File: src/rtl/img_sram_port.sv
// Sequencing front-end for one image SRAM bank: single/burst read and write requests,
// raster address auto-increment with row wrap, and a 2-entry capture FIFO for sram_dout.
module img_sram_port #(
  parameter int DATA_W = 8,
  parameter int ROW_W  = 8,
  parameter int COL_W  = 8,
  parameter int LEN_W  = 8
) (
  input  logic              clk,
  input  logic              rst_n,
  input  logic              i_req_valid,
  output logic              o_req_ready,
  input  logic              i_req_write,
  input  logic [ROW_W-1:0]  i_req_row,
  input  logic [COL_W-1:0]  i_req_col,
  input  logic [LEN_W-1:0]  i_req_len,
  input  logic              i_wdata_valid,
  output logic              o_wdata_ready,
  input  logic [DATA_W-1:0] i_wdata,
  output logic              o_rdata_valid,
  input  logic              i_rdata_ready,
  output logic [DATA_W-1:0] o_rdata,
  output logic              o_busy,
  output logic              o_sram_write_en,
  output logic              o_sram_sense_en,
  output logic [ROW_W-1:0]  o_sram_row,
  output logic [COL_W-1:0]  o_sram_col,
  output logic [DATA_W-1:0] o_sram_din,
  input  logic [DATA_W-1:0] i_sram_dout
);

  localparam logic [1:0] S_IDLE = 2'd0;
  localparam logic [1:0] S_WR   = 2'd1;
  localparam logic [1:0] S_RD   = 2'd2;

  logic [1:0]        r_state;
  logic [ROW_W-1:0]  r_row;
  logic [COL_W-1:0]  r_col;
  logic [LEN_W-1:0]  r_rem;
  logic              r_we;
  logic              r_se;
  logic [ROW_W-1:0]  r_srow;
  logic [COL_W-1:0]  r_scol;
  logic [DATA_W-1:0] r_din;
  logic              r_infl;
  logic [DATA_W-1:0] r_fifo [0:1];
  logic              r_wptr;
  logic              r_rptr;
  logic [1:0]        r_cnt;

  logic              w_pop;
  logic              w_push;
  logic [2:0]        w_slots;
  logic              w_issue;
  logic              w_wbeat;
  logic              w_step;
  logic              w_last;
  logic [ROW_W-1:0]  w_row_nxt;
  logic [COL_W-1:0]  w_col_nxt;

  assign w_pop   = (r_cnt != 2'd0) & i_rdata_ready;
  assign w_push  = r_infl;
  // A read may only issue if its datum is sure to find a FIFO slot next cycle.
  assign w_slots = {1'b0, r_cnt} + {2'b00, r_infl} - {2'b00, w_pop};
  assign w_issue = (r_state == S_RD) & (w_slots < 3'd2);
  assign w_wbeat = (r_state == S_WR) & i_wdata_valid;
  assign w_step  = w_issue | w_wbeat;
  assign w_last  = (r_rem == {LEN_W{1'b0}});

  // Raster advance: column wraps into the next row, last row wraps to row 0.
  always_comb begin
    w_col_nxt = r_col + COL_W'(1);
    if (r_col == {COL_W{1'b1}}) begin
      w_row_nxt = r_row + ROW_W'(1);
    end else begin
      w_row_nxt = r_row;
    end
  end

  // Request FSM and burst address/length tracking.
  always_ff @(posedge clk or negedge rst_n) begin
    if (!rst_n) begin
      r_state <= S_IDLE;
      r_row   <= {ROW_W{1'b0}};
      r_col   <= {COL_W{1'b0}};
      r_rem   <= {LEN_W{1'b0}};
    end else begin
      case (r_state)
        S_IDLE: begin
          if (i_req_valid) begin
            r_state <= i_req_write ? S_WR : S_RD;
            r_row   <= i_req_row;
            r_col   <= i_req_col;
            r_rem   <= i_req_len;
          end
        end
        S_WR, S_RD: begin
          if (w_step) begin
            r_row <= w_row_nxt;
            r_col <= w_col_nxt;
            if (w_last) begin
              r_state <= S_IDLE;
            end else begin
              r_rem <= r_rem - LEN_W'(1);
            end
          end
        end
        default: r_state <= S_IDLE;
      endcase
    end
  end

  // Macro command registers; idle cycles drive hold (we=0, se=1).
  always_ff @(posedge clk or negedge rst_n) begin
    if (!rst_n) begin
      r_we   <= 1'b0;
      r_se   <= 1'b1;
      r_srow <= {ROW_W{1'b0}};
      r_scol <= {COL_W{1'b0}};
      r_din  <= {DATA_W{1'b0}};
      r_infl <= 1'b0;
    end else begin
      r_we   <= w_wbeat;
      r_se   <= ~w_issue;
      r_infl <= w_issue;
      if (w_step) begin
        r_srow <= r_row;
        r_scol <= r_col;
      end
      if (w_wbeat) begin
        r_din <= i_wdata;
      end
    end
  end

  // Two-entry output FIFO fed by the posedge following each read cycle.
  always_ff @(posedge clk or negedge rst_n) begin
    if (!rst_n) begin
      r_fifo[0] <= {DATA_W{1'b0}};
      r_fifo[1] <= {DATA_W{1'b0}};
      r_wptr    <= 1'b0;
      r_rptr    <= 1'b0;
      r_cnt     <= 2'd0;
    end else begin
      if (w_push) begin
        r_fifo[r_wptr] <= i_sram_dout;
        r_wptr         <= ~r_wptr;
      end
      if (w_pop) begin
        r_rptr <= ~r_rptr;
      end
      case ({w_push, w_pop})
        2'b10:   r_cnt <= r_cnt + 2'd1;
        2'b01:   r_cnt <= r_cnt - 2'd1;
        default: r_cnt <= r_cnt;
      endcase
    end
  end

  assign o_req_ready     = (r_state == S_IDLE);
  assign o_wdata_ready   = (r_state == S_WR);
  assign o_rdata_valid   = (r_cnt != 2'd0);
  assign o_rdata         = r_fifo[r_rptr];
  assign o_busy          = (r_state != S_IDLE) | (r_cnt != 2'd0) | r_infl;
  assign o_sram_write_en = r_we;
  assign o_sram_sense_en = r_se;
  assign o_sram_row      = r_srow;
  assign o_sram_col      = r_scol;
  assign o_sram_din      = r_din;

endmodule
File: config.mk
export PLATFORM = sky130hd
export DESIGN_NAME = img_sram_port
export DESIGN_NICKNAME = d
export VERILOG_FILES = /design/src/rtl/img_sram_port.sv
export SDC_FILE = /design/constraint.sdc
export NUM_CORES = 1
export LEC_CHECK = 0
export CAP_MARGIN = 20
export CELL_PAD_IN_SITES_DETAIL_PLACEMENT = 1
export CELL_PAD_IN_SITES_GLOBAL_PLACEMENT = 2
export CORE_ASPECT_RATIO = 2
export CORE_MARGIN = 10
export CORE_UTILIZATION = 31
export DETAILED_ROUTE_END_ITERATION = 8
export PLACE_DENSITY_LB_ADDON = 0.12
export SYNTH_ARGS = -nofsm -noshare
export SYNTH_HDL_FRONTEND = slang
export SYNTH_SLANG_ARGS = --single-unit
File: constraint.sdc
create_clock -name clk -period 3.5 [get_ports clk]
set_input_delay 0.875 -clock clk [delete_from_list [all_inputs] [get_ports clk]]
set_output_delay 0.875 -clock clk [all_outputs]
set_load 0.01 [all_outputs]
# Word level (Yosys, flattened, before mapping)

Cells that the tools add are included.

$add $sub $neg: 7
Magnitude comparators: 4
Equality and inequality tests: 10
Muxes and demuxes: 23
Bitwise operators: 11
Reductions and logical operators: 12

Operators by type and width:

| operator                                                                      | count |
|---|---|
| 8-bit 2-to-1 mux                                                              | 12 |
| 8-bit case mux with 2 select lines                                            | 3 |
| 8-bit by 1-bit adder with 8-bit output (second input constant)                | 2 |
| 16-bit bitwise mux                                                            | 1 |
| 2-bit != test (second input constant)                                         | 5 |
| 8-bit demux with 1-bit select                                                 | 1 |
| 8-bit == test (second input constant)                                         | 1 |
| 8-bit zero test                                                               | 1 |
| 2-bit 2-to-1 mux                                                              | 4 |
| 2-bit case mux with 2 select lines                                            | 2 |
| 4-bit AND reduction                                                           | 2 |
| 2-bit nonzero test                                                            | 4 |
| 8-bit by 1-bit subtractor with 8-bit output (second input constant)           | 1 |
| 3-bit AND reduction                                                           | 2 |
| 2-bit by 1-bit == test with 1-bit output (second input constant)              | 2 |
| 2-bit == test (second input constant)                                         | 2 |
| 2-bit greater-or-equal comparator (second input constant)                     | 2 |
| 1-bit NOT with 2-bit output                                                   | 2 |
| 2-bit by 1-bit adder with 3-bit output                                        | 1 |
| 1-bit AND                                                                     | 3 |
| 3-bit by 2-bit less-than comparator with 1-bit output (second input constant) | 1 |
| 1-bit NOT                                                                     | 3 |
| 1-bit OR                                                                      | 3 |
| 3-bit by 1-bit subtractor with 3-bit output                                   | 1 |
| 6 further kinds                                                               | 6 |

Register bits after elaboration: 73
Input port bits: 46
Output and inout bits: 38
Word-level logic and storage cells: 82

# Depth between registers and ports, before layout

Gate-level depths: netlist (run 1).

Depth in word-level cells: 8
Gate-level depth with buffers: 11
Mapped depth without buffers: 9

# Worst setup path before layout (run 1)

OpenSTA, ideal clock, no wires.

Kind: input to register
From: input port i_rdata_ready
To: register r_rem[6]
Library setup time: 0.122 ns
Arrival time: 2.899 ns
Data required time: 3.378 ns
Path slack: 0.480 ns
Cell stages on the path: 9
Path buffers: 0
Cell sequence: nand2b_1 nor2_1 o21ai_0 fa_1 xor2_2 o21ai_4 nand2_2 or4_1 a32o_1

Word-level cells in the longest chain between the ends: 7

Ends and longest elaborated chain:

| item                                                  | line | source |
|---|---|---|
| start: declaration                                    | 21   | `input logic i_rdata_ready,` |
| 1-bit AND                                             | 61   | `assign w_pop = (r_cnt != 2'd0) & i_rdata_ready;` |
| 3-bit by 1-bit subtractor with 3-bit output           | 64   | `assign w_slots = {1'b0, r_cnt} + {2'b00, r_infl} - {2'b00, w_pop};` |
| 3-bit by 2-bit less-than comparator with 1-bit output | 65   | `assign w_issue = (r_state == S_RD) & (w_slots < 3'd2);` |
| 1-bit AND                                             | 65   |  |
| 1-bit OR                                              | 67   | `assign w_step = w_issue \| w_wbeat;` |
| 2-bit != test (no line)                               | --   |  |
| 4-bit AND reduction (no line)                         | --   |  |
| end signal: assignment                                | 86   | `r_rem <= {LEN_W{1'b0}};` |
| end signal: assignment                                | 94   | `r_rem <= i_req_len;` |
| end signal: assignment                                | 104  | `r_rem <= r_rem - LEN_W'(1);` |
| end: declaration                                      | 39   | `logic [LEN_W-1:0] r_rem;` |

No other way between the ends.
A chain may end at the register's enable or synchronous reset.

# Worst setup path in the final report (run 1)

From: input port i_rdata_ready
To: register r_row[0]

Word-level cells in the longest chain between the ends: 7

Ends and longest elaborated chain:

| item                                                  | line | source |
|---|---|---|
| 1-bit AND                                             | 61   |  |
| 3-bit by 1-bit subtractor with 3-bit output           | 64   |  |
| 3-bit by 2-bit less-than comparator with 1-bit output | 65   |  |
| 1-bit AND                                             | 65   |  |
| 1-bit OR                                              | 67   |  |
| 2-bit != test (no line)                               | --   |  |
| 4-bit AND reduction (no line)                         | --   |  |
| end signal: assignment                                | 84   | `r_row <= {ROW_W{1'b0}};` |
| end signal: assignment                                | 92   | `r_row <= i_req_row;` |
| end signal: assignment                                | 99   | `r_row <= w_row_nxt;` |
| end: declaration                                      | 37   | `logic [ROW_W-1:0] r_row;` |

No other way between the ends.

==> results of run 1 <==
==> final timing paths <==
| kind | startpoint | to | slack [ns] | cells past startpoint |
|---|---|---|---|---|
| setup / recovery | i_rdata_ready | r_row[0] | 0.27 | 12 |
| hold / removal | o_sram_row[2] | o_sram_row[2] | 0.47 | 2 |
| setup reg to reg | r_cnt[1] | r_row[0] | 0.76 | 11 |
| hold reg to reg | o_sram_row[2] | o_sram_row[2] | 0.47 | 2 |
| max in group asynchronous | rst_n | o_sram_row[2] | 2.17 | 1 |
| min in group asynchronous | rst_n | r_cnt[0] | 0.68 | 1 |
==> state kept, by name, indices dropped and copies added, names as in the netlist, 8 cells and up <==
| register | flops |
|---|---|
| r_fifo | 16 |
| o_sram_din | 8 |
| r_rem | 8 |
| o_sram_col | 8 |
| r_col | 8 |
| r_row | 8 |
| o_sram_row | 8 |
==> critical path, delay by kind of cell <==
family / cells / cell delay (ns)
buf+inv: 3 / 0.84
xor+xnor: 1 / 0.14
simple gates: 3 / 0.27
fa+ha+maj: 1 / 0.56
compound gates: 4 / 0.77
==> where the power goes <==
group | internal, mW | switching, mW | total [mW]
sequential | 1.27 | 0.363 | 1.64
clock | 0.492 | 0.388 | 0.880
combinational | 1.22 | 1.18 | 2.40
==> per-layer routing <==
metal	GRT usage	vias to the layer above	share of wire
met5	0	-	0
met4	0.0464	0	0.016
met3	0.0326	13	0.039
met1	0.136	1569	0.38
li1	-	1514	-
met2	0.260	59	0.56
==> placed cells by master, fill, tap and decap left out, drive strengths merged, types with 4 or more instances in the layout <==
master and instances:
a211oi 5, a21oi 15, a22oi 5, a31oi 4, and3 7, buf 24
clkbuf 9, clkdlybuf4s50 82, dfrtp 72, ha 7, inv 17, mux2 33
nand2 64, nand3 11, nand4 6, nor2 16, nor2b 4, nor3 5
o21ai 20, o22ai 11, xor2 6
==> cell type report <==
type | instances | area [um^2]
Clock inverter | 7 | 60.1
Tap cell | 145 | 181
Multi-Input combinational cell | 263 | 1750
Clock buffer | 9 | 225
Fill cell | 1314 | 6610
Inverter | 13 | 48.8
Sequential cell | 73 | 1830
Timing Repair Buffer | 106 | 1000
==> through the flow <==
| step | hold slack (ns) | utilization |
|---|---|---|
| finish | 0.468 | 0.435 |
| global route | 0.509 | 0.435 |
| CTS | 0.473 | 0.435 |
| detailed placement | 0.458 | 0.410 |
| global placement | 0.450 | 0.410 |
| floorplan | 0.462 | - |
==> kinds of logic after synthesis <==
kind of cell	count (synthesis)	share of synthesized area
and+or+nand+nor	133	0.173
adders and majority gates	8	0.0291
muxes	36	0.109
xor gates and xnor gates	9	0.0234
buffers and inverters	29	0.0332
DFF	73	0.495
AOI/OAI and AO/OA	77	0.137
==> impl_results.html, run 1 <==
<table>
<tr><th>Metric</th><th>Value</th></tr>
<tr><th colspan="2">Status</th></tr>
<tr><td>Run status</td><td>complete, no violations</td></tr>
<tr><th colspan="2">Yosys</th></tr>
<tr><td>Most common cell in the synthesized netlist</td><td>dfrtp_1</td></tr>
<tr><td>Largest cells by area after synthesis</td><td>dfrtp_1 (49%), mux2_2 (10%), nand2_1 (6.4%)</td></tr>
<tr><td>Share of synthesized area occupied by flip-flops and latches</td><td>0.495</td></tr>
<tr><td>Synthesized netlist cell count</td><td>365</td></tr>
<tr><td>Synth top cells by count</td><td>dfrtp_1 (72), nand2_1 (63), mux2_2 (33)</td></tr>
<tr><td>Cell taking the most area after synthesis</td><td>dfrtp_1</td></tr>
<tr><td>Fraction of synthesized cell area taken by the top area cell type</td><td>0.488</td></tr>
<tr><td>Total number of yosys warnings</td><td>0</td></tr>
<tr><td>Number of distinct library cells after synthesis</td><td>57</td></tr>
<tr><td>Flip-flop and latch count after synthesis</td><td>73</td></tr>
<tr><td>Top flip-flop cell by instance count after synthesis</td><td>dfrtp_1</td></tr>
<tr><td>Net count after synthesis</td><td>419</td></tr>
<tr><td>Syn Area/Cell</td><td>10.1 um^2</td></tr>
<tr><td>Async S/R FF share, synth</td><td>1.00</td></tr>
<tr><td>Cell Area, Synth</td><td>between 3000 and 4000 um^2</td></tr>
<tr><td>Number of enable flip-flop cells after synthesis</td><td>0</td></tr>
<tr><th colspan="2">Clocking</th></tr>
<tr><td>Worst skew pair latency</td><td>0.34 ns</td></tr>
<tr><td>Post-CTS setup buffers</td><td>0</td></tr>
<tr><td>CTS Hold Bufs</td><td>0</td></tr>
<tr><td>Clock tree from TritonCTS</td><td>done</td></tr>
<tr><td>Root Buffer</td><td>clkbuf_16</td></tr>
<tr><td>TritonCTS Sinks</td><td>73</td></tr>
<tr><td>H-tree depth</td><td>3</td></tr>
<tr><td>Number of buffers on the longest clock path</td><td>2</td></tr>
<tr><td>Clock buffer count from CTS</td><td>9</td></tr>
<tr><td>PostCTS Resize Cnt</td><td>0</td></tr>
<tr><td>Register clock-pin slew on the reported worst setup and hold paths</td><td>roughly 0.06 ns</td></tr>
<tr><th colspan="2">Timing</th></tr>
<tr><td>Worst Tran Pin Value</td><td>0.970 ns</td></tr>
<tr><td>Unrepaired setup endpoints after global routing</td><td>false</td></tr>
<tr><td>Setup skew after layout</td><td>0.00790 ns</td></tr>
<tr><td>Slew Viols, Final</td><td>0</td></tr>
<tr><td>Maximum clock frequency</td><td>slightly above 300 MHz</td></tr>
<tr><td>Number of failing hold endpoints at the final stage</td><td>0</td></tr>
<tr><td>Final setup vio count</td><td>0</td></tr>
<tr><td>Fraction of the cycle the final worst path needs</td><td>0.922</td></tr>
<tr><td>Setup TNS after final layout</td><td>0 ns</td></tr>
<tr><td>Worst setup margin</td><td>0.274 ns</td></tr>
<tr><td>Min Tclk post-route</td><td>3.23 ns</td></tr>
<tr><td>Tightest slew margin relative to the limit</td><td>0.353</td></tr>
<tr><th colspan="2">GRT</th></tr>
<tr><td>Wire length of the first global-routing pass</td><td>between 15,000 and 20,000 um</td></tr>
<tr><td>Overall overflow remaining after global route</td><td>0</td></tr>
<tr><td>Global Route Usage Sum</td><td>0.135</td></tr>
<tr><td>Initial antenna violation count</td><td>0</td></tr>
<tr><td>Vias in the first global route</td><td>3,570</td></tr>
<tr><td>Largest net degree at the start of global routing</td><td>74</td></tr>
<tr><th colspan="2">Flow run</th></tr>
<tr><td>Maximum capacitance violations</td><td>0</td></tr>
<tr><th colspan="2">Detailed routing</th></tr>
<tr><td>Number of DRC markers after the initial detailed-route iteration</td><td>89</td></tr>
<tr><td>1st-pass router iterations</td><td>4</td></tr>
<tr><td>Routed via count</td><td>3,155</td></tr>
<tr><td>DRC violations left</td><td>0</td></tr>
<tr><td>Via density</td><td>slightly above 5</td></tr>
<tr><td>Routed wire length</td><td>11,500 um</td></tr>
<tr><td>Number of routed nets with antenna violations</td><td>0</td></tr>
<tr><td>Final routed wire length divided by cell count</td><td>18.7 um</td></tr>
<tr><th colspan="2">Setup path</th></tr>
<tr><td>Slowest CP cell</td><td>fa_1</td></tr>
<tr><td>Crit path top cell by count</td><td>buf_4</td></tr>
<tr><td>Arrival time reported for the critical path endpoint</td><td>3.47 ns</td></tr>
<tr><td>Critical path's largest stage delay</td><td>0.56 ns</td></tr>
<tr><td>Crit Path Max Fanout</td><td>3</td></tr>
<tr><td>Kind of critical path</td><td>input port to flip-flop</td></tr>
<tr><td>Startpoint Class</td><td>input port</td></tr>
<tr><td>Required time at the worst-slack endpoint</td><td>3.74 ns</td></tr>
<tr><td>Crit. End Element</td><td>flip-flop</td></tr>
<tr><td>CP cell instances</td><td>clkdlybuf4s50_1 &gt; nand2b_1 &gt; nor2_1 &gt; o21ai_0 &gt; fa_1 &gt; a22oi_1 &gt; a211oi_2 &gt; buf_4 &gt; nand2_1 &gt; buf_4 &gt; xor2_1 &gt; a211oi_1</td></tr>
<tr><th colspan="2">Placement</th></tr>
<tr><td>Weighted congestion at the end of routability-driven global placement</td><td>0.832</td></tr>
<tr><td>Setup Slack @ Placement</td><td>-0.133 ns</td></tr>
<tr><td>PortBufs</td><td>83</td></tr>
<tr><td>Total placed cells including tap cells</td><td>around 600</td></tr>
<tr><td>Placement Cell Area</td><td>4800 um^2</td></tr>
<tr><td>Post-detail-place hpwl</td><td>just under 9000 um</td></tr>
<tr><th colspan="2">Floorplanning</th></tr>
<tr><td>Area of the die</td><td>16,900 um^2</td></tr>
<tr><td>Total core area</td><td>11,700 um^2</td></tr>
<tr><td>Total I/O pin count</td><td>84</td></tr>
<tr><td>Standard-cell row count</td><td>56</td></tr>
<tr><td>Die height</td><td>174 um</td></tr>
<tr><td>Starting utilization of the core area</td><td>0.316</td></tr>
<tr><td>Die boundary width</td><td>97.2 um</td></tr>
<tr><th colspan="2">Final layout</th></tr>
<tr><td>Count of placed standard cells in the final layout, fillers left out</td><td>616</td></tr>
<tr><td>Number of diodes added for antenna fixing</td><td>0</td></tr>
<tr><td>Fraction of final layout cells with drive strength greater than 1</td><td>0.180</td></tr>
<tr><td>Final Instance Area</td><td>5090 um^2</td></tr>
<tr><td>Area Growth Syn to Fin</td><td>37.9%</td></tr>
<tr><td># nets final</td><td>520</td></tr>
<tr><th colspan="2">Pwr</th></tr>
<tr><td>Total power after layout</td><td>4.92 mW</td></tr>
<tr><td>Max IR drop VDD</td><td>0.345 mV</td></tr>
<tr><td>Static Leakage</td><td>2.15 nW</td></tr>
<tr><td>Power density over the cells</td><td>between 900 and 1000 nW/um^2</td></tr>
<tr><th colspan="2">Min path</th></tr>
<tr><td>Classification of the worst-slack hold path</td><td>flip-flop to flip-flop</td></tr>
</table>
No activity file was read; power rests on OpenSTA's default activity.
==> run 2: changes to the inputs <==
--- a/config.mk
+++ b/config.mk
@@ -10,7 +10,7 @@
 export CELL_PAD_IN_SITES_GLOBAL_PLACEMENT = 2
 export CORE_ASPECT_RATIO = 2
 export CORE_MARGIN = 10
-export CORE_UTILIZATION = 31
+export CORE_UTILIZATION = 28
 export DETAILED_ROUTE_END_ITERATION = 8
 export PLACE_DENSITY_LB_ADDON = 0.12
 export SYNTH_ARGS = -nofsm -noshare
==> constraint.sdc (replaced) <==
create_clock -name clk -period 2.75 [get_ports clk]
set_input_delay 0.6875 -clock clk [delete_from_list [all_inputs] [get_ports clk]]
set_output_delay 0.6875 -clock clk [all_outputs]
set_load 0.01 [all_outputs]
==> run 2 against run 1 <==
Against the previous run: critical path depth shrank 2; die area grew 9.0%; power grew 33%; via count grew 1.5%; hold slack lost 0.21 ns; worst setup slack lost 0.10 ns; routed wire length grew 3.7%; clock power grew 47%; flip-flop and latch count is the same; first-iteration DRC count grew 9.0%; sequential power grew 25%; critical path type is now flip-flop to flip-flop; largest power group unchanged.
==> impl_results.html, run 2 (synthesized netlist as in run 1, its figures left out) <==
<table>
<tr><th>Metric</th><th>Value</th></tr>
<tr><th colspan="2">Status</th></tr>
<tr><td>Run status</td><td>complete, no violations</td></tr>
<tr><th colspan="2">Setup path</th></tr>
<tr><td>Required time at the worst-slack endpoint</td><td>2.97 ns</td></tr>
<tr><td>FF-to-FF Start</td><td>r_cnt[0]</td></tr>
<tr><td>Worst r2r dst</td><td>r_rem[6]</td></tr>
<tr><td>Critical path's largest stage delay</td><td>0.58 ns</td></tr>
<tr><td>Startpoint of the worst setup timing path</td><td>r_cnt[0]</td></tr>
<tr><td>Endpoint of the worst setup timing path</td><td>r_rem[6]</td></tr>
<tr><td>Startpoint Class</td><td>flip-flop</td></tr>
<tr><td>Crit path top cell by count</td><td>nand2_2</td></tr>
<tr><td>Depth of the most critical reg-to-reg path</td><td>10</td></tr>
<tr><td>CP cell instances</td><td>nand2b_1 &gt; nor2_2 &gt; o21ai_2 &gt; fa_2 &gt; buf_4 &gt; nand2_2 &gt; o21ai_4 &gt; nand2_2 &gt; or4_1 &gt; a32o_1</td></tr>
<tr><td>Slowest CP cell</td><td>fa_2</td></tr>
<tr><td>Crit. End Element</td><td>flip-flop</td></tr>
<tr><td>Crit Path Max Fanout</td><td>3</td></tr>
<tr><td>Register-to-Register Setup Slack</td><td>between 0.15 and 0.2 ns</td></tr>
<tr><td>Kind of critical path</td><td>flip-flop to flip-flop</td></tr>
<tr><td>Arrival time reported for the critical path endpoint</td><td>2.80 ns</td></tr>
<tr><th colspan="2">GRT</th></tr>
<tr><td>Grt met3 use</td><td>0.0356</td></tr>
<tr><td>Vias in the first global route</td><td>3,700</td></tr>
<tr><td>Overall overflow remaining after global route</td><td>0</td></tr>
<tr><td>Global routing met2 resource utilization</td><td>0.251</td></tr>
<tr><td>Largest net degree at the start of global routing</td><td>52</td></tr>
<tr><td>Global route hottest layer</td><td>met2</td></tr>
<tr><td>Met1 routing resource usage after global routing</td><td>0.132</td></tr>
<tr><td>Global Route Usage Sum</td><td>0.133</td></tr>
<tr><td>Initial antenna violation count</td><td>0</td></tr>
<tr><td>Wire length of the first global-routing pass</td><td>19,500 um</td></tr>
<tr><th colspan="2">Floorplanning</th></tr>
<tr><td>Die boundary width</td><td>roughly 100 um</td></tr>
<tr><td>Standard-cell row count</td><td>just under 60</td></tr>
<tr><td>Area of the die</td><td>18,500 um^2</td></tr>
<tr><td>Total I/O pin count</td><td>84</td></tr>
<tr><td>Total core area</td><td>~13,000 um^2</td></tr>
<tr><td>Die height</td><td>182 um</td></tr>
<tr><td>Starting utilization of the core area</td><td>0.284</td></tr>
<tr><th colspan="2">Clocking</th></tr>
<tr><td>Clock buffer count from CTS</td><td>9</td></tr>
<tr><td>Worst skew pair latency</td><td>0.34 ns</td></tr>
<tr><td>CTS Hold Bufs</td><td>0</td></tr>
<tr><td>Clock tree from TritonCTS</td><td>done</td></tr>
<tr><td>TritonCTS Sinks</td><td>73</td></tr>
<tr><td>H-tree depth</td><td>3</td></tr>
<tr><td>Number of buffers on the longest clock path</td><td>2</td></tr>
<tr><td>Register clock-pin slew on the reported worst setup and hold paths</td><td>0.06 ns</td></tr>
<tr><td>Root Buffer</td><td>clkbuf_16</td></tr>
<tr><th colspan="2">Detailed routing</th></tr>
<tr><td>DRC violations left</td><td>0</td></tr>
<tr><td>Number of routed nets with antenna violations</td><td>0</td></tr>
<tr><td>Final routed wire length divided by cell count</td><td>18.8 um</td></tr>
<tr><td>Routed via count</td><td>3,202</td></tr>
<tr><td>1st-pass router iterations</td><td>4</td></tr>
<tr><td>Number of DRC markers after the initial detailed-route iteration</td><td>just under 100</td></tr>
<tr><td>Via density</td><td>just over 5</td></tr>
<tr><td>Routed wire length</td><td>11,900 um</td></tr>
<tr><th colspan="2">Placement</th></tr>
<tr><td>Total placed cells including tap cells</td><td>roughly 620</td></tr>
<tr><td>PortBufs</td><td>83</td></tr>
<tr><td>Post-detail-place hpwl</td><td>9210 um</td></tr>
<tr><td>Weighted congestion at the end of routability-driven global placement</td><td>0.850</td></tr>
<tr><td>Setup Slack @ Placement</td><td>-0.744 ns</td></tr>
<tr><th colspan="2">Timing</th></tr>
<tr><td>Worst Tran Pin Value</td><td>0.806 ns</td></tr>
<tr><td>Unrepaired setup endpoints after global routing</td><td>false</td></tr>
<tr><td>Fraction of the cycle the final worst path needs</td><td>0.938</td></tr>
<tr><td>Slew Viols, Final</td><td>0</td></tr>
<tr><td>Number of failing hold endpoints at the final stage</td><td>0</td></tr>
<tr><td>Maximum clock frequency</td><td>388 MHz</td></tr>
<tr><td>Worst setup margin</td><td>0.170 ns</td></tr>
<tr><td>Min Tclk post-route</td><td>2.58 ns</td></tr>
<tr><td>Tightest slew margin relative to the limit</td><td>0.462</td></tr>
<tr><td>Setup skew after layout</td><td>0.00942 ns</td></tr>
<tr><td>Final setup vio count</td><td>0</td></tr>
<tr><th colspan="2">Final layout</th></tr>
<tr><td>Flip-flop count of the largest register, all copies and words added</td><td>16</td></tr>
<tr><td>Number of diodes added for antenna fixing</td><td>0</td></tr>
<tr><td>Fraction of final layout cells with drive strength greater than 1</td><td>0.216</td></tr>
<tr><td># nets final</td><td>530</td></tr>
<tr><td>Count of placed standard cells in the final layout, fillers left out</td><td>about 630</td></tr>
<tr><td>Core utilization of the finished layout</td><td>0.405</td></tr>
<tr><td>Largest Register</td><td>r_fifo</td></tr>
<tr><td>Leading cell type in the layout, fill and taps excluded</td><td>clkdlybuf4s50_1</td></tr>
<tr><td>Number of filler instances in the final layout</td><td>1,453</td></tr>
<tr><td>Commonest cells after routing, fill and taps aside</td><td>clkdlybuf4s50_1 (80), dfrtp_1 (72), nand2_1 (62), mux2_2 (33), buf_4 (32)</td></tr>
<tr><td>Area Growth Syn to Fin</td><td>42.4%</td></tr>
<tr><th colspan="2">Pwr</th></tr>
<tr><td>Static Leakage</td><td>2.24 nW</td></tr>
<tr><td>Power density over the cells</td><td>1240 nW/um^2</td></tr>
<tr><td>Max IR drop VDD</td><td>around 0.60 mV</td></tr>
<tr><th colspan="2">Min path</th></tr>
<tr><td>Classification of the worst-slack hold path</td><td>input port to asynchronous set/reset pin</td></tr>
<tr><th colspan="2">Flow run</th></tr>
<tr><td>Maximum capacitance violations</td><td>0</td></tr>
</table>
## run 2: how the worst min path moves through the flow
| stage | startpoint | end | depth (start not counted) |
|---|---|---|---|
| final | rst_n | r_rem[3] | 1 |
| after global routing | rst_n | r_rem[4] | 1 |
| after CTS | rst_n | r_rem[4] | 1 |
| after detailed placement | o_sram_col[0] | o_sram_col[0] | 2 |
| after global placement | o_sram_col[7] | o_sram_col[7] | 2 |
| after floorplan | rst_n | o_sram_col[0] | 0 |
## run 2: cell type report
class,count,area (um^2),share of cell area
clock buffers,9,225,0.0428
clock inverters,7,103,0.0195
inverters,13,48.8,0.00927
multi-input cells,263,1780,0.338
flip-flops and latches,73,1830,0.347
well taps,152,190,0.0361
repair buffers,116,1090,0.207
## run 2: where the power goes
group / internal, mW / leakage, nW / switching (mW)
combinational: 1.63 / 1.22 / 1.57
sequential: 1.62 / 0.864 / 0.431
clock: 0.804 / 0.157 / 0.487
total: 4.06 / 2.24 / 2.48
## run 2: stage by stage
stage | power, mW | instance area (um^2) | hold WS (ns) | TNS [ns]
after floorplan | 3.77 | 3710 | 0.392 | 0
after global placement | 5.23 | 4910 | 0.452 | -18.72
after detailed placement | 5.32 | 4910 | 0.459 | -20.80
after CTS | 6.67 | 5240 | 0.259 | 0
after global routing | 7.10 | 5260 | 0.272 | 0
final | 6.54 | 5260 | 0.260 | 0
## run 2: what timing repair did
item,4_1_cts,5_1_grt
endpoints found under the setup margin,36,12
resized for setup,3,6
buffers inserted,0,1
pin swaps,1,1
endpoints found under the hold margin,0,0
## run 2: critical path: cells and delay by family, from the launching register on
family          cells  cell delay, ns
simple gates        5            0.86
fa+ha+maj           1            0.58
compound gates      3            0.52
flops               1            0.39
buf+inv             1            0.12
## run 2: metal layers
metal	wire length, um	up-vias
met5	0	-
met4	300	0
met3	499	19
met2	6730	62
met1	4400	1594
li1	-	1527
==> run 3: changes to the inputs <==
--- a/config.mk
+++ b/config.mk
@@ -5,6 +5,7 @@
 export SDC_FILE = /design/constraint.sdc
 export NUM_CORES = 1
 export LEC_CHECK = 0
+export ABC_CLOCK_PERIOD_IN_PS = 2750
 export CAP_MARGIN = 20
 export CELL_PAD_IN_SITES_DETAIL_PLACEMENT = 1
 export CELL_PAD_IN_SITES_GLOBAL_PLACEMENT = 2
==> results of run 3 <==
No change in the layout: final DEF, timing and power equal those of run 2.
